### config.mk
export PLATFORM = sky130hd
export DESIGN_NAME = conv_out_packer
export DESIGN_NICKNAME = d
export VERILOG_FILES = /design/src/rtl/conv_out_packer.sv
export SDC_FILE = /design/constraint.sdc
export NUM_CORES = 1
export LEC_CHECK = 0
export ABC_AREA = 1
export CAP_MARGIN = 25
export CORE_AREA = 4 4 235 214
export CTS_BUF_LIST = sky130_fd_sc_hd__clkbuf_8
export DETAILED_ROUTE_END_ITERATION = 12
export DIE_AREA = 0 0 239 218
export SETUP_SLACK_MARGIN = 0.5
export SYNTH_ARGS = -nofsm -noshare
export SYNTH_HDL_FRONTEND = slang
export SYNTH_SLANG_ARGS = --single-unit
### constraint.sdc
create_clock -name clk -period 5.08 [get_ports clk]
set_input_delay 0.762 -clock clk [delete_from_list [all_inputs] [get_ports clk]]
set_output_delay 0.762 -clock clk [all_outputs]
set_load 0.02 [all_outputs]
### src/rtl/conv_out_packer.sv
// conv_out_packer
//   Collects 3x3 convolution engine results (two signed 16-bit samples per
//   valid flag), optionally clamps negatives to zero, packs two consecutive
//   pairs into one 64-bit word and queues the words in a small FIFO that is
//   drained over a valid/ready handshake. Words are tagged with a frame-last
//   flag, and a sticky overflow flag records any word dropped on a full FIFO.
//
// Ports
//   clk         system clock, rising edge
//   rst         asynchronous reset, active low
//   en          capture enable; gates v_flag and flush only
//   v_flag      engine result valid, one cycle per pair
//   outa, outb  engine results A/B, signed 16-bit
//   flush       pulse: emit any partial word and close the frame
//   out_data    FIFO head word, 0 when empty
//   out_last    head word is the last word of its frame
//   out_valid   FIFO non-empty
//   out_ready   consumer accepts the head word
//   fifo_count  FIFO occupancy
//   overflow    sticky, a word was dropped because the FIFO was full
//
// Lane state machine
//   state | meaning
//   LANE0 | no pair held; next capture goes to hold
//   LANE1 | one pair in hold; next capture completes a word

module conv_out_packer #(
    parameter int FIFO_DEPTH  = 4,
    parameter int FRAME_WORDS = 8,
    parameter bit RELU_EN     = 1'b1
) (
    input  logic                          clk,
    input  logic                          rst,
    input  logic                          en,
    input  logic                          v_flag,
    input  logic [15:0]                   outa,
    input  logic [15:0]                   outb,
    input  logic                          flush,
    output logic [63:0]                   out_data,
    output logic                          out_last,
    output logic                          out_valid,
    input  logic                          out_ready,
    output logic [$clog2(FIFO_DEPTH):0]   fifo_count,
    output logic                          overflow
);

    localparam int AW = $clog2(FIFO_DEPTH);
    localparam int WW = (FRAME_WORDS > 1) ? $clog2(FRAME_WORDS) : 1;

    localparam logic [WW-1:0] W_LAST   = WW'(FRAME_WORDS - 1);
    localparam logic [WW-1:0] W_ONE    = WW'(1);
    localparam logic [AW-1:0] PTR_ONE  = AW'(1);
    localparam logic [AW:0]   CNT_ONE  = (AW + 1)'(1);
    localparam logic [AW:0]   CNT_FULL = (AW + 1)'(FIFO_DEPTH);

    typedef enum logic {
        LANE0 = 1'b0,
        LANE1 = 1'b1
    } lane_t;

    lane_t          state;
    lane_t          state_nxt;
    logic [31:0]    hold;
    logic [WW-1:0]  word_idx;

    logic           capture;
    logic           flush_acc;
    logic [15:0]    a_s;
    logic [15:0]    b_s;
    logic [31:0]    pair;

    logic           push;
    logic [63:0]    push_data;
    logic           push_last;
    logic           hold_load;

    assign capture   = en & v_flag;
    assign flush_acc = en & flush;
    assign a_s       = (RELU_EN && outa[15]) ? 16'h0000 : outa;
    assign b_s       = (RELU_EN && outb[15]) ? 16'h0000 : outb;
    assign pair      = {b_s, a_s};

    // ------------------------------------------------------------------
    // Lane state machine
    // ------------------------------------------------------------------
    always_ff @(posedge clk or negedge rst) begin
        if (!rst) begin
            state <= LANE0;
        end else begin
            state <= state_nxt;
        end
    end

    always_comb begin
        state_nxt = state;
        case (state)
            // A capture together with a flush emits the half word at once,
            // so the lane stays empty.
            LANE0: if (capture && !flush_acc) state_nxt = LANE1;
            LANE1: if (capture || flush_acc)  state_nxt = LANE0;
            default: state_nxt = LANE0;
        endcase
    end

    always_comb begin
        push      = 1'b0;
        push_data = '0;
        push_last = 1'b0;
        hold_load = 1'b0;
        case (state)
            LANE0: begin
                if (capture) begin
                    hold_load = 1'b1;
                    if (flush_acc) begin
                        push      = 1'b1;
                        push_data = {32'h0000_0000, pair};
                        push_last = 1'b1;
                    end
                end
            end
            LANE1: begin
                if (capture) begin
                    push      = 1'b1;
                    push_data = {pair, hold};
                    push_last = (word_idx == W_LAST) || flush_acc;
                end else if (flush_acc) begin
                    push      = 1'b1;
                    push_data = {32'h0000_0000, hold};
                    push_last = 1'b1;
                end
            end
            default: ;
        endcase
    end

    // ------------------------------------------------------------------
    // Hold register and frame word counter
    // ------------------------------------------------------------------
    always_ff @(posedge clk or negedge rst) begin
        if (!rst) begin
            hold     <= '0;
            word_idx <= '0;
        end else begin
            if (hold_load) begin
                hold <= pair;
            end
            // The counter advances even when the FIFO drops the word.
            if (flush_acc || (push && push_last)) begin
                word_idx <= '0;
            end else if (push) begin
                word_idx <= word_idx + W_ONE;
            end
        end
    end

    // ------------------------------------------------------------------
    // Output FIFO, entries are {last, data}
    // ------------------------------------------------------------------
    logic [64:0]    mem [FIFO_DEPTH];
    logic [AW-1:0]  wr_ptr;
    logic [AW-1:0]  rd_ptr;
    logic           pop;
    logic           full;
    logic           wr_en;
    logic           drop;
    logic [64:0]    head;

    assign pop   = out_valid & out_ready;
    assign full  = (fifo_count == CNT_FULL);
    // A pop in the same cycle frees the slot, so a push on full still lands.
    assign wr_en = push & (~full | pop);
    assign drop  = push & full & ~pop;

    always_ff @(posedge clk) begin
        if (wr_en) begin
            mem[wr_ptr] <= {push_last, push_data};
        end
    end

    always_ff @(posedge clk or negedge rst) begin
        if (!rst) begin
            wr_ptr     <= '0;
            rd_ptr     <= '0;
            fifo_count <= '0;
            overflow   <= 1'b0;
        end else begin
            if (wr_en) begin
                wr_ptr <= wr_ptr + PTR_ONE;
            end
            if (pop) begin
                rd_ptr <= rd_ptr + PTR_ONE;
            end
            case ({wr_en, pop})
                2'b10:   fifo_count <= fifo_count + CNT_ONE;
                2'b01:   fifo_count <= fifo_count - CNT_ONE;
                default: fifo_count <= fifo_count;
            endcase
            if (drop) begin
                overflow <= 1'b1;
            end
        end
    end

    // Stale memory contents are masked so an empty FIFO always shows zero.
    assign head      = mem[rd_ptr];
    assign out_valid = (fifo_count != '0);
    assign out_data  = out_valid ? head[63:0] : 64'h0;
    assign out_last  = out_valid & head[64];

endmodule

* Word-level counts from Yosys, hierarchy flattened
Memories as Yosys holds them, arrays and structs flattened. Index checks and enable logic that the tools add are counted.
Operators by class: add/sub/neg operators 5, multiply operators 0, div/mod/pow operators 0, order comparisons 0, eq/ne operators 4, shift operators 0, multiplexer cells 24, bitwise gates (word level) 11, reduce and logical (&&, ||, !) cells 9
Operators by type and width (count):
- one-hot mux 64 bit (2 select lines) | 1
- two-way mux 64 bit | 1
- two-way mux 63 bit | 1
- two-way mux 31 bit | 2
- two-way mux 32 bit | 1
- two-way mux 15 bit | 2
- two-way mux 1 bit | 10
- bitwise AND 1 bit | 7
- adder 3 x 1 -> 3 bit (second input constant) | 2
- equality test 3 bit (second input constant) | 2
- two-way mux 3 bit | 2
- one-hot mux 1 bit (2 select lines) | 3
- one-hot mux 3 bit (2 select lines) | 1
- adder 2 x 1 -> 2 bit (second input constant) | 2
- nonzero test 2 bit | 2
- logical OR 1 bit | 3
- NOT 1 bit | 3
- nonzero test 3 bit | 1
- subtractor 3 x 1 -> 3 bit (second input constant) | 1
- equality test 2 x 1 -> 1 bit (second input constant) | 1
- equality test 2 bit (second input constant) | 1
- logical AND 1 bit | 2
- zero test 1 bit | 1
- bitwise OR 1 bit | 1
Word-level totals: register bits 44, bits in latches 0, memory bits (writable) 260, memory bits (read-only) 0, input bits 38, output and inout bits 70, word-level logic and storage cells 61, memories kept 1
Memories:
- mem | words 4, width 65, rd ports 1, clocked after Yosys merged registers in 0, wr ports 1, RTL line 159 | logic [64:0] mem [FIFO_DEPTH];

* Logic depth before layout (Yosys ltp)
Gate-level depths: netlist of the first run.
word-level depth 7, depth in mapped cells 11

* Worst setup path before layout of the first run
No wires, ideal clock.
kind input to register, from in flush, to mem mem[0][0] (enable), setup time 0.480 ns, arrival 3.820 ns, data required time 4.600 ns, path slack 0.779 ns, cell stages on the path 6, path buffers 0, path through nand2_1 -> nand2_1 -> nand2_1 -> nand2_1 -> nand2_2 -> nor2_1
On the way: longest elaborated chain between the ends 7, elaborated cells on any way between the ends 8, those cells by class 6 x mux; 2 x bitwise
RTL lines:
- start: declaration | RTL line 38 | input logic flush,
- bitwise AND 1 bit (*) | RTL line 78 | assign flush_acc = en & flush;
- two-way mux 1 bit (*) | RTL line 114, 126
- two-way mux 1 bit, on equally long branches | RTL line 122, 112
- one-hot mux 1 bit (2 select lines) (*) | RTL line 110 | case (state)
- bitwise AND 1 bit (*) | RTL line 171 | assign wr_en = push & (~full | pop);
- two-way mux 1 bit (*) | RTL line 175 | if (wr_en) begin
- two-way mux 1 bit (not written as such) (*) | RTL line 176 | mem[wr_ptr] <= {push_last, push_data};
- end: declaration | RTL line 159
Mark *: on every way between the ends. The rest lies on a longest branch, timed or not.

* Worst setup path in the final report of the first run
from reg rd_ptr[0], to out out_data[32]
On the way: longest elaborated chain between the ends 2
RTL lines:
- start: declaration | RTL line 161 | logic [AW-1:0] rd_ptr;
- start signal: assignment | RTL line 191 | rd_ptr <= rd_ptr + PTR_ONE;
- memory read (4 x 65 bit)
- two-way mux 64 bit | RTL line 207 | assign out_data = out_valid ? head[63:0] : 64'h0;
- end: declaration | RTL line 39 | output logic [63:0] out_data,
No other way between the ends.

==> reports/results.md, run 1 <==
## Outcome
• complete, no violations — outcome

## Yosys
• 0.617 — fraction of synthesized cell area taken by the top area cell type
• edfxtp_1 — top cell type by total area after synthesis
• edfxtp_1 (62%), nor2_1 (10%), dfrtp_1 (8.8%) — cell types occupying the most area after synthesis
• 0.705 — Seq/Total Area, Yosys
• 0 — number of warning messages in the yosys log
• 1051 — gate count after technology mapping
• 11900 um^2 — cell area after synthesis
• 286 — Yosys reg bits
• 31 — number of different library cells in the post-synthesis netlist
• 11.3 um^2 — average size of a mapped cell

## Setup path
• register to output pin — kind of critical path
• 2.64 ns — setup slack of the most critical reg-to-reg path
• 68 — largest fanout on the critical path
• register — crit path launch type
• rd_ptr[0]$_DFFE_PN0P_ — Worst Setup SP
• out_data[32] — endpoint of the worst setup timing path
• 6 — R2R cell count
• output pin — category of the worst setup path capture point
• 3.53 ns — arrival time at the worst endpoint
• state$_DFF_PN0_ — reg-to-reg critical path startpoint
• 4.32 ns — worst path required time
• mem[3][12]$_DFFE_PP_ — terminus of the critical flop-to-flop path

## Global route
• 0.118 — GRT Resource Usage Total
• 2 — number of antenna violations at the first check in global routing
• 0 — total congestion overflow after global routing
• 47.4 mm — first-pass GRT wire length
• 7766 — number of global-route vias before repair
• 69 — maximum number of pins on one net before global-route repair

## Finish
• 1814 — post-layout instance count excluding filler cells
• 4822 — Layout fillers
• 0.0774 — fraction of final layout cells sized beyond drive strength 1
• 20.8% — growth of design area from synthesis to finish
• 1197 — Total Nets Final

## Routing
• 570 — number of violations reported at the end of detailed-routing iteration 0
• 14.8 mm — wire length on met1
• 14.0 mm — wire length on met2
• 4.36 — average via count per standard cell
• 7908 — vias after detailed routing
• 2.06 mm — met3 layer wire length in the routed design
• 31.5 mm — Final Routed Wirelength
• 0 — number of routed nets with antenna violations
• 0 — DRC violations left
• 17.4 um — Routed wire per std cell
• 5 — Pre-Repair DR Iteration Count
• met5 — top routing layer in use

## Power and ir drop
• 0.000304 V — maximum resistive drop on vdd
• 5.04 nW — Leak
• 603 nW/um^2 — PwrDens

## STA
• 0.331 — worst-case headroom to the max-slew limit
• no — RSZ-0062 raised after global routing
• 0 — Final Hold Viols
• 0.233 GHz — Max Fclk
• 1.00 ns — Least-Margin Pin Slew
• 0 — pins over their slew limit
• 0.0152 ns — clock skew
• 0 ns — Setup TNS Final
• 0 — number of setup violations in the final report
• 0.328 ns — Final Hold Slack
• 4.29 ns — Final Critical Period
• 0.845 — Period Utilization, post-route

## CTS
• 286 — sink count of the clock tree
• 0.56 ns — Clock Latency Late Sink
• 0 — Post-CTS Setup Repair Bufs
• 3 — maximum count of clock buffers along a single path
• yes — CTS tree
• 0 — cells resized by post-CTS repair
• 2 — Max H-tree Level
• 0 — number of hold buffers added after CTS
• clkbuf_8 — clock root buffer master
• 46 — total clock buffers created by CTS
• 0.06 ns — clock-pin slew on the worst setup and hold paths

## Die
• 0.249 — Initial Utilization
• 47600 um^2 — core box area
• 218 um — Die Ht
• 239 um — width of the chip
• 76 — number of cell rows
• 108 — number of top-level design ports
• 52100 um^2 — area of the die

## Place
• 0.746 — global placement routability congestion
• 18.3 mm — half-perimeter wire length after detailed placement
• 1726 — cell total after placement
• 103 — number of input and output port buffers inserted

## Min path
• input port to async pin — Min-Delay Path Class

## Job
• 0 — max-capacitance violation count

flip-flops by register name, indices dropped and copies added (netlist names):
register    count
mem           244
fifo_count      3
hold           30
overflow        1
wr_ptr          2
word_idx        3
rd_ptr          2
state           1
cell usage in the layout, fill, tap and decap left out, types with 2 or more instances in the layout:
master and n:
nor2_1 312, edfxtp_1 244, o21ai_0 125, clkdlybuf4s50_1 102
a21oi_1 92, nand2_1 57, clkbuf_8 52, dfrtp_1 40
nand3_1 32, inv_1 31, o21ai_1 29, clkinv_1 14
buf_4 13, clkinv_2 8, ha_1 7, nor2_4 5
conb_1 4, buf_12 3, nand2_2 2, inv_2 2
cell families (layout without fill, tap and decap cells):
group | Yosys count | count (layout) | share of synthesized area
simple gates | 410 | 410 | 0.134
flops | 286 | 286 | 0.705
compound gates | 250 | 250 | 0.106
buf+inv | 94 | 229 | 0.0437
fa+ha+maj | 8 | 8 | 0.00906
xor+xnor | 2 | 2 | 0.00148
other cells | 1 | 5 | 0.000316
stage by stage:
stage / area (um^2) / util / power [mW] / setup slack [ns]
2_1_floorplan: 11900 / - / 5.42 / 0.779
3_3_place_gp: 13500 / 0.283 / 6.93 / 1.37
3_5_place_dp: 13500 / 0.283 / 6.97 / 1.33
4_1_cts: 14300 / 0.301 / 8.82 / 0.681
5_1_grt: 14300 / 0.301 / 9.25 / 0.542
6_report: 14400 / 0.301 / 8.65 / 0.790
metal layers:
layer	GRT usage	up-vias
met2	0.185	204
met3	0.0319	43
met4	0.0310	2
met1	0.162	3817
li1	-	3842
met5	0	-
layout make-up:
type	count	area (um^2)	area share
Clock inverter	34	141	0.00985
Inverter	23	88.8	0.00619
Timing Repair Buffer	120	1210	0.0844
Antenna cell	1	2.50	0.000174
Multi-Input combinational cell	674	3030	0.211
Clock buffer	52	716	0.0499
Sequential cell	286	8380	0.584
Tap cell	624	781	0.0544
critical path, cell delays in order (launching register included):
cell,delay (ns)
dfrtp_4,0.85
buf_4,0.70
nor2_1,0.11
nor2_1,0.11
o21ai_0,0.11
a21oi_1,0.33
clkdlybuf4s50_1,0.67
worst min path at each step:
stage	from	end	slack, ns	cells after the start
floorplan	word_idx[1]$_DFFE_PN0P_	word_idx[1]$_DFFE_PN0P_	0.45	2
global placement	overflow$_DFFE_PN0P_	overflow$_DFFE_PN0P_	0.45	1
detailed placement	overflow$_DFFE_PN0P_	overflow$_DFFE_PN0P_	0.45	1
CTS	rst	fifo_count[2]$_DFFE_PN0P_	0.30	2
global route	rst	overflow$_DFFE_PN0P_	0.37	2
finish	rst	overflow$_DFFE_PN0P_	0.33	2
synth_stat cells, drive strengths merged:
cell type  count
nand3         32
a21boi         1
xor2           1
clkbuf        30
ha             7
xnor2          1
buf           41
o21a           1
nand2         59
o21ai        154
a21oi         92
conb           1
nand4          1
edfxtp       244
or2            1
inv           22
nor2         317
fa             1
a21o           1
a31oi          1
clkinv         1
dfrtp         42
power by group:
group / internal (mW) / switching (mW)
Combinational: 1.34 / 2.30
Clock: 0.938 / 0.870
Sequential: 3.01 / 0.197
Note: power is estimated with default switching activity, not from simulation.
==> run 2, diff against run 1 <==
- clock period: 5.08 -> 4.35 ns (I/O delays scaled with it)
==> run 2 against run 1 <==
  * Total power increased by 20%
  * Clock skew increased by 0.019 ns
  * First-iteration DRC count decreased by 17%
  * Utilization increased by 0.29 points
  * Critical path depth decreased by 1
  * Wire length increased by 1.9%
  * Clock-buffer cell count decreased by 2
==> reports/results.md, run 2 (synthesized netlist as in run 1, its figures left out) <==
## Outcome
• complete, no violations — outcome

## Setup path
• fifo_count[2]$_DFFE_PN0P_ — terminus of the critical flop-to-flop path
• rd_ptr[0]$_DFFE_PN0P_ — Worst Setup SP
• 3.01 ns — arrival time at the worst endpoint
• output pin — category of the worst setup path capture point
• register — crit path launch type
• out_data[51] — endpoint of the worst setup timing path
• 1.43 ns — setup slack of the most critical reg-to-reg path
• state$_DFF_PN0_ — reg-to-reg critical path startpoint
• 10 — R2R cell count
• register to output pin — kind of critical path
• 70 — largest fanout on the critical path
• 3.70 ns — worst path required time

## Power and ir drop
• 10.3 mW — total power of the final layout
• 5.14 nW — Leak
• 0.000381 V — maximum resistive drop on vdd
• 714 nW/um^2 — PwrDens

## STA
• 0.273 GHz — Max Fclk
• 3.66 ns — Final Critical Period
• 0 — pins over their slew limit
• 0.484 — worst-case headroom to the max-slew limit
• 0.774 ns — Least-Margin Pin Slew
• 0.0346 ns — clock skew
• 0 — number of setup violations in the final report
• 0.841 — Period Utilization, post-route
• 0 — Final Hold Viols
• no — RSZ-0062 raised after global routing
• 0 ns — Setup TNS Final
• 0.692 ns — min setup slack post-route

## Die
• 52100 um^2 — area of the die
• 0.249 — Initial Utilization
• 108 — number of top-level design ports
• 239 um — width of the chip
• 218 um — Die Ht
• 47600 um^2 — core box area
• 76 — number of cell rows

## Place
• 103 — number of input and output port buffers inserted
• 1.06 ns — Placement Setup Slack
• 19.0 mm — half-perimeter wire length after detailed placement
• 0.729 — global placement routability congestion

## CTS
• 3 — maximum count of clock buffers along a single path
• 0.06 ns — clock-pin slew on the worst setup and hold paths
• 0 — number of hold buffers added after CTS
• 0 — Post-CTS Setup Repair Bufs
• clkbuf_8 — clock root buffer master
• yes — CTS tree
• 286 — sink count of the clock tree
• 2 — Max H-tree Level
• 48 — total clock buffers created by CTS
• 0.58 ns — Clock Latency Late Sink

## Routing
• 4.43 — average via count per standard cell
• 8057 — vias after detailed routing
• 32.1 mm — Final Routed Wirelength
• 0 — DRC violations left
• 475 — number of violations reported at the end of detailed-routing iteration 0
• 5 — Pre-Repair DR Iteration Count
• 17.6 um — Routed wire per std cell
• 0 — number of routed nets with antenna violations

## Finish
• nor2_1 (312), edfxtp_1 (244), o21ai_0 (125) — commonest cells after routing, fill and taps aside
• 22.0% — growth of design area from synthesis to finish
• 244 — max reg flops
• 1201 — Total Nets Final
• nor2_1 — most common cell after layout, fill and taps aside
• 0 — diode insertion count for antenna repair
• mem — Largest Register
• mem x244, hold x30 — Largest regs
• 0.0778 — fraction of final layout cells sized beyond drive strength 1

## Min path
• input port to async pin — Min-Delay Path Class

## Global route
• 49.1 mm — first-pass GRT wire length
• 1 — number of antenna violations at the first check in global routing
• 71 — maximum number of pins on one net before global-route repair
• 0.122 — GRT Resource Usage Total
• 8154 — number of global-route vias before repair
• 0 — total congestion overflow after global routing

## Job
• 0 — max-capacitance violation count

## run 2: cell types whose count changed in the layout (fill, tap and decap cells not counted), sizes merged
cell,before,now
bufinv,0,3
clkinv,22,10
inv,34,49
diode,1,0
buf,18,20
clkbuf,52,50
## run 2: layout make-up
cell class / instances / area, um^2
fill: 4864 / 33200
sequential: 286 / 8390
multi-input combinational: 674 / 3030
timing repair buffer: 122 / 1270
tap: 624 / 781
clock buffer: 50 / 688
clock inverter: 40 / 250
inverter: 23 / 91.3
## run 2: through the flow
stage	area, um^2	util	hold WS (ns)	instances
finish	14500	0.304	0.188	1819
CTS	14500	0.304	0.170	1819
global placement	13500	0.284	0.451	1729
global route	14500	0.304	0.203	1819
detailed placement	13500	0.284	0.447	1729
floorplan	11900	-	0.357	1054
## run 2: power by group
part           total [mW]  switching, mW  internal (mW)
logic                4.22           2.60           1.62
clock network        2.34           1.09           1.25
registers            3.78          0.272           3.51
total                10.3           3.96           6.38
## run 2: how the worst min path moves through the flow
stage,start,end
after floorplan,rst,fifo_count[0]$_DFFE_PN0P_
after global placement,overflow$_DFFE_PN0P_,overflow$_DFFE_PN0P_
after detailed placement,overflow$_DFFE_PN0P_,overflow$_DFFE_PN0P_
after CTS,rst,overflow$_DFFE_PN0P_
after global routing,rst,overflow$_DFFE_PN0P_
final,rst,overflow$_DFFE_PN0P_
## run 2: per-layer routing
metal,up-vias,part of all wire,track usage
met5,-,0.00041,0
met4,2,0.019,0.0317
met3,54,0.058,0.0255
met2,239,0.46,0.196
met1,3907,0.46,0.168
li1,3855,-,-
## run 2: timing repair
action / CTS / global route
pin swaps: 0 / 0
setup endpoints to repair: 3 / 9
gates resized for setup: 1 / 4
## run 2: critical path, cell delays in order, from the launching register on
cell	delay (ns)
dfrtp_4	0.68
inv_4	0.24
buf_12	0.28
o21ai_0	0.15
a21oi_1	0.39
clkdlybuf4s50_1	0.69
==> run 3, diff against run 2 <==
- clock period: 4.35 -> 3.8 ns (I/O delays scaled with it)
==> run 3 against run 2 <==
  * Sequential power increased by 12%
  * Setup slack worse by 0.10 ns
  * Wire length rose by 2.4%
  * Sequential cell count unchanged
  * Clock power rose by 9.4%
  * Worst hold slack got worse by 0.15 ns
  * Register-to-register slack barely moved
  * Cell count rose by 0.33%
  * Critical path type unchanged
  * Utilization increased by 0.43 points
  * Critical path depth rose by 1
  * Die area did not move
  * Via count increased by 0.88%
==> reports/results.md, run 3 (synthesized netlist as in run 1, its figures left out) <==
## Die
• 47600 um^2 — core box area
• 0.249 — Initial Utilization
• 239 um — width of the chip
• 52100 um^2 — area of the die
• 108 — number of top-level design ports
• 76 — number of cell rows
• 218 um — Die Ht

## Finish
• 244 — max reg flops
• 0 — diode insertion count for antenna repair
• mem x244, hold x30 — Largest regs
• 23.7% — growth of design area from synthesis to finish
• 14700 um^2 — cell area after layout
• 0.308 — utilization after layout
• nor2_1 — most common cell after layout, fill and taps aside
• 0.0899 — fraction of final layout cells sized beyond drive strength 1
• 1825 — post-layout instance count excluding filler cells
• 1209 — Total Nets Final
• nor2_1 (312), edfxtp_1 (244), o21ai_0 (125) — commonest cells after routing, fill and taps aside
• mem — Largest Register

## Routing
• 18.0 um — Routed wire per std cell
• 0 — DRC violations left
• 0 — number of routed nets with antenna violations
• 32.9 mm — Final Routed Wirelength
• 4.45 — average via count per standard cell
• 661 — number of violations reported at the end of detailed-routing iteration 0
• 5 — Pre-Repair DR Iteration Count
• 8128 — vias after detailed routing

## Global route
• met2 — Most Crowded Layer GR
• 0.192 — met2 usage
• 49.5 mm — first-pass GRT wire length
• 63 — maximum number of pins on one net before global-route repair
• 0.0253 — global-route track usage on met3
• 0 — number of antenna violations at the first check in global routing
• 8021 — number of global-route vias before repair
• 0.177 — met1 track demand over resource
• 0 — total congestion overflow after global routing
• 0.124 — GRT Resource Usage Total

## STA
• 0.0196 ns — clock skew
• 0.593 ns — min setup slack post-route
• 0.844 — Period Utilization, post-route
• 0.312 GHz — Max Fclk
• 0.429 — worst-case headroom to the max-slew limit
• 0 — Final Hold Viols
• 0.0378 ns — Final Hold Slack
• 0.854 ns — Least-Margin Pin Slew
• 0 — number of setup violations in the final report
• 0 — pins over their slew limit
• yes — RSZ-0062 raised after global routing
• 3.21 ns — Final Critical Period
• 0 ns — Setup TNS Final

## Power and ir drop
• 812 nW/um^2 — PwrDens
• 4.64 mW — switching power total
• 0.000352 V — maximum resistive drop on vdd
• 0.389 — switching part of the total
• 7.30 mW — Internal Pwr Total
• 11.9 mW — total power of the final layout
• 5.53 nW — Leak
• 0.432 — combinational share of power
• 0.354 — sequential cell fraction of total power
• 0.214 — part of the total power dissipated in the clock network

## Setup path
• 1.42 ns — setup slack of the most critical reg-to-reg path
• 4 — R2R cell count
• 10 — largest fanout on the critical path
• register to output pin — kind of critical path
• state$_DFF_PN0_ — reg-to-reg critical path startpoint
• output pin — category of the worst setup path capture point
• mem[1][36]$_DFFE_PP_ — terminus of the critical flop-to-flop path
• register — crit path launch type
• 2.64 ns — arrival time at the worst endpoint
• 3.23 ns — worst path required time

## Place
• 0.635 ns — Placement Setup Slack
• 19.3 mm — half-perimeter wire length after detailed placement
• 103 — number of input and output port buffers inserted
• 13600 um^2 — standard cell area after detailed placement
• 0.734 — global placement routability congestion
• 1732 — cell total after placement

## Min path
• input port to async pin — Min-Delay Path Class

## CTS
• 3 — maximum count of clock buffers along a single path
• 0 — number of hold buffers added after CTS
• 2 — Max H-tree Level
• yes — CTS tree
• 0.06 ns — clock-pin slew on the worst setup and hold paths
• clkbuf_8 — clock root buffer master
• 0.57 ns — Clock Latency Late Sink
• 286 — sink count of the clock tree
• 47 — total clock buffers created by CTS

## Job
• 0 — max-capacitance violation count

## Outcome
• complete, no violations — outcome

[run 3: cell count changes in the layout (fill, tap and decap cells not counted), sizes merged]
cell,change
buf,+8
bufbuf,+1
bufinv,-2
clkbuf,+4
clkdlybuf4s50,-35
clkinv,+5
dlygate4sd2,+6
dlymetal6s2s,+29
inv,-10
[run 3: how the worst max path moves through the flow]
stage / from / to / slack, ns / depth (start not counted)
2_1_floorplan: flush / mem[0][0]$_DFFE_PP_ / -0.31 / 6
3_3_place_gp: rd_ptr[0]$_DFFE_PN0P_ / out_data[35] / 0.68 / 5
6_report: rd_ptr[0]$_DFFE_PN0P_ / out_data[4] / 0.59 / 6
5_1_grt: rd_ptr[0]$_DFFE_PN0P_ / out_data[20] / 0.45 / 6
4_1_cts: rd_ptr[1]$_DFFE_PN0P_ / out_data[53] / 0.50 / 6
3_5_place_dp: rd_ptr[0]$_DFFE_PN0P_ / out_data[35] / 0.64 / 5
[run 3: cell type report]
cell class | count | area, um^2
Inverter | 23 | 104
Sequential cell | 286 | 8380
Fill cell | 4779 | 32900
Timing Repair Buffer | 131 | 1490
Clock buffer | 54 | 743
Clock inverter | 33 | 164
Multi-Input combinational cell | 674 | 3030
Tap cell | 624 | 781
[run 3: layer usage]
layer  up-vias  routed length [um]
met1      3982               15600
met5         -                   0
met2       239               14700
met3        50                1970
met4         0                 539
li1       3857                   -
[run 3: worst max-delay path: stages (launching register included)]
cell and delay (ns):
dfrtp_4 0.57, buf_4 0.18, nor2_1 0.04, nor2_1 0.08, o21ai_0 0.08, a21oi_1 0.41
clkdlybuf4s50_1 0.70
[run 3: power by group through the flow]
| stage | sequential, mW | combinational [mW] | clock [mW] |
|---|---|---|---|
| final | 4.23 | 5.15 | 2.56 |
| after global routing | 4.27 | 5.68 | 2.79 |
| after CTS | 4.22 | 5.33 | 2.63 |
| after detailed placement | 4.34 | 5.10 | 0 |
| after global placement | 4.32 | 5.07 | 0 |
| after floorplan | 4.26 | 3.00 | 0 |
[run 3: repair_timing]
action | 4_1_cts | 5_1_grt
setup endpoints to repair | 61 | 42
cloned | 1 | 0
resized for setup | 13 | 31
setup buffers | 5 | 0
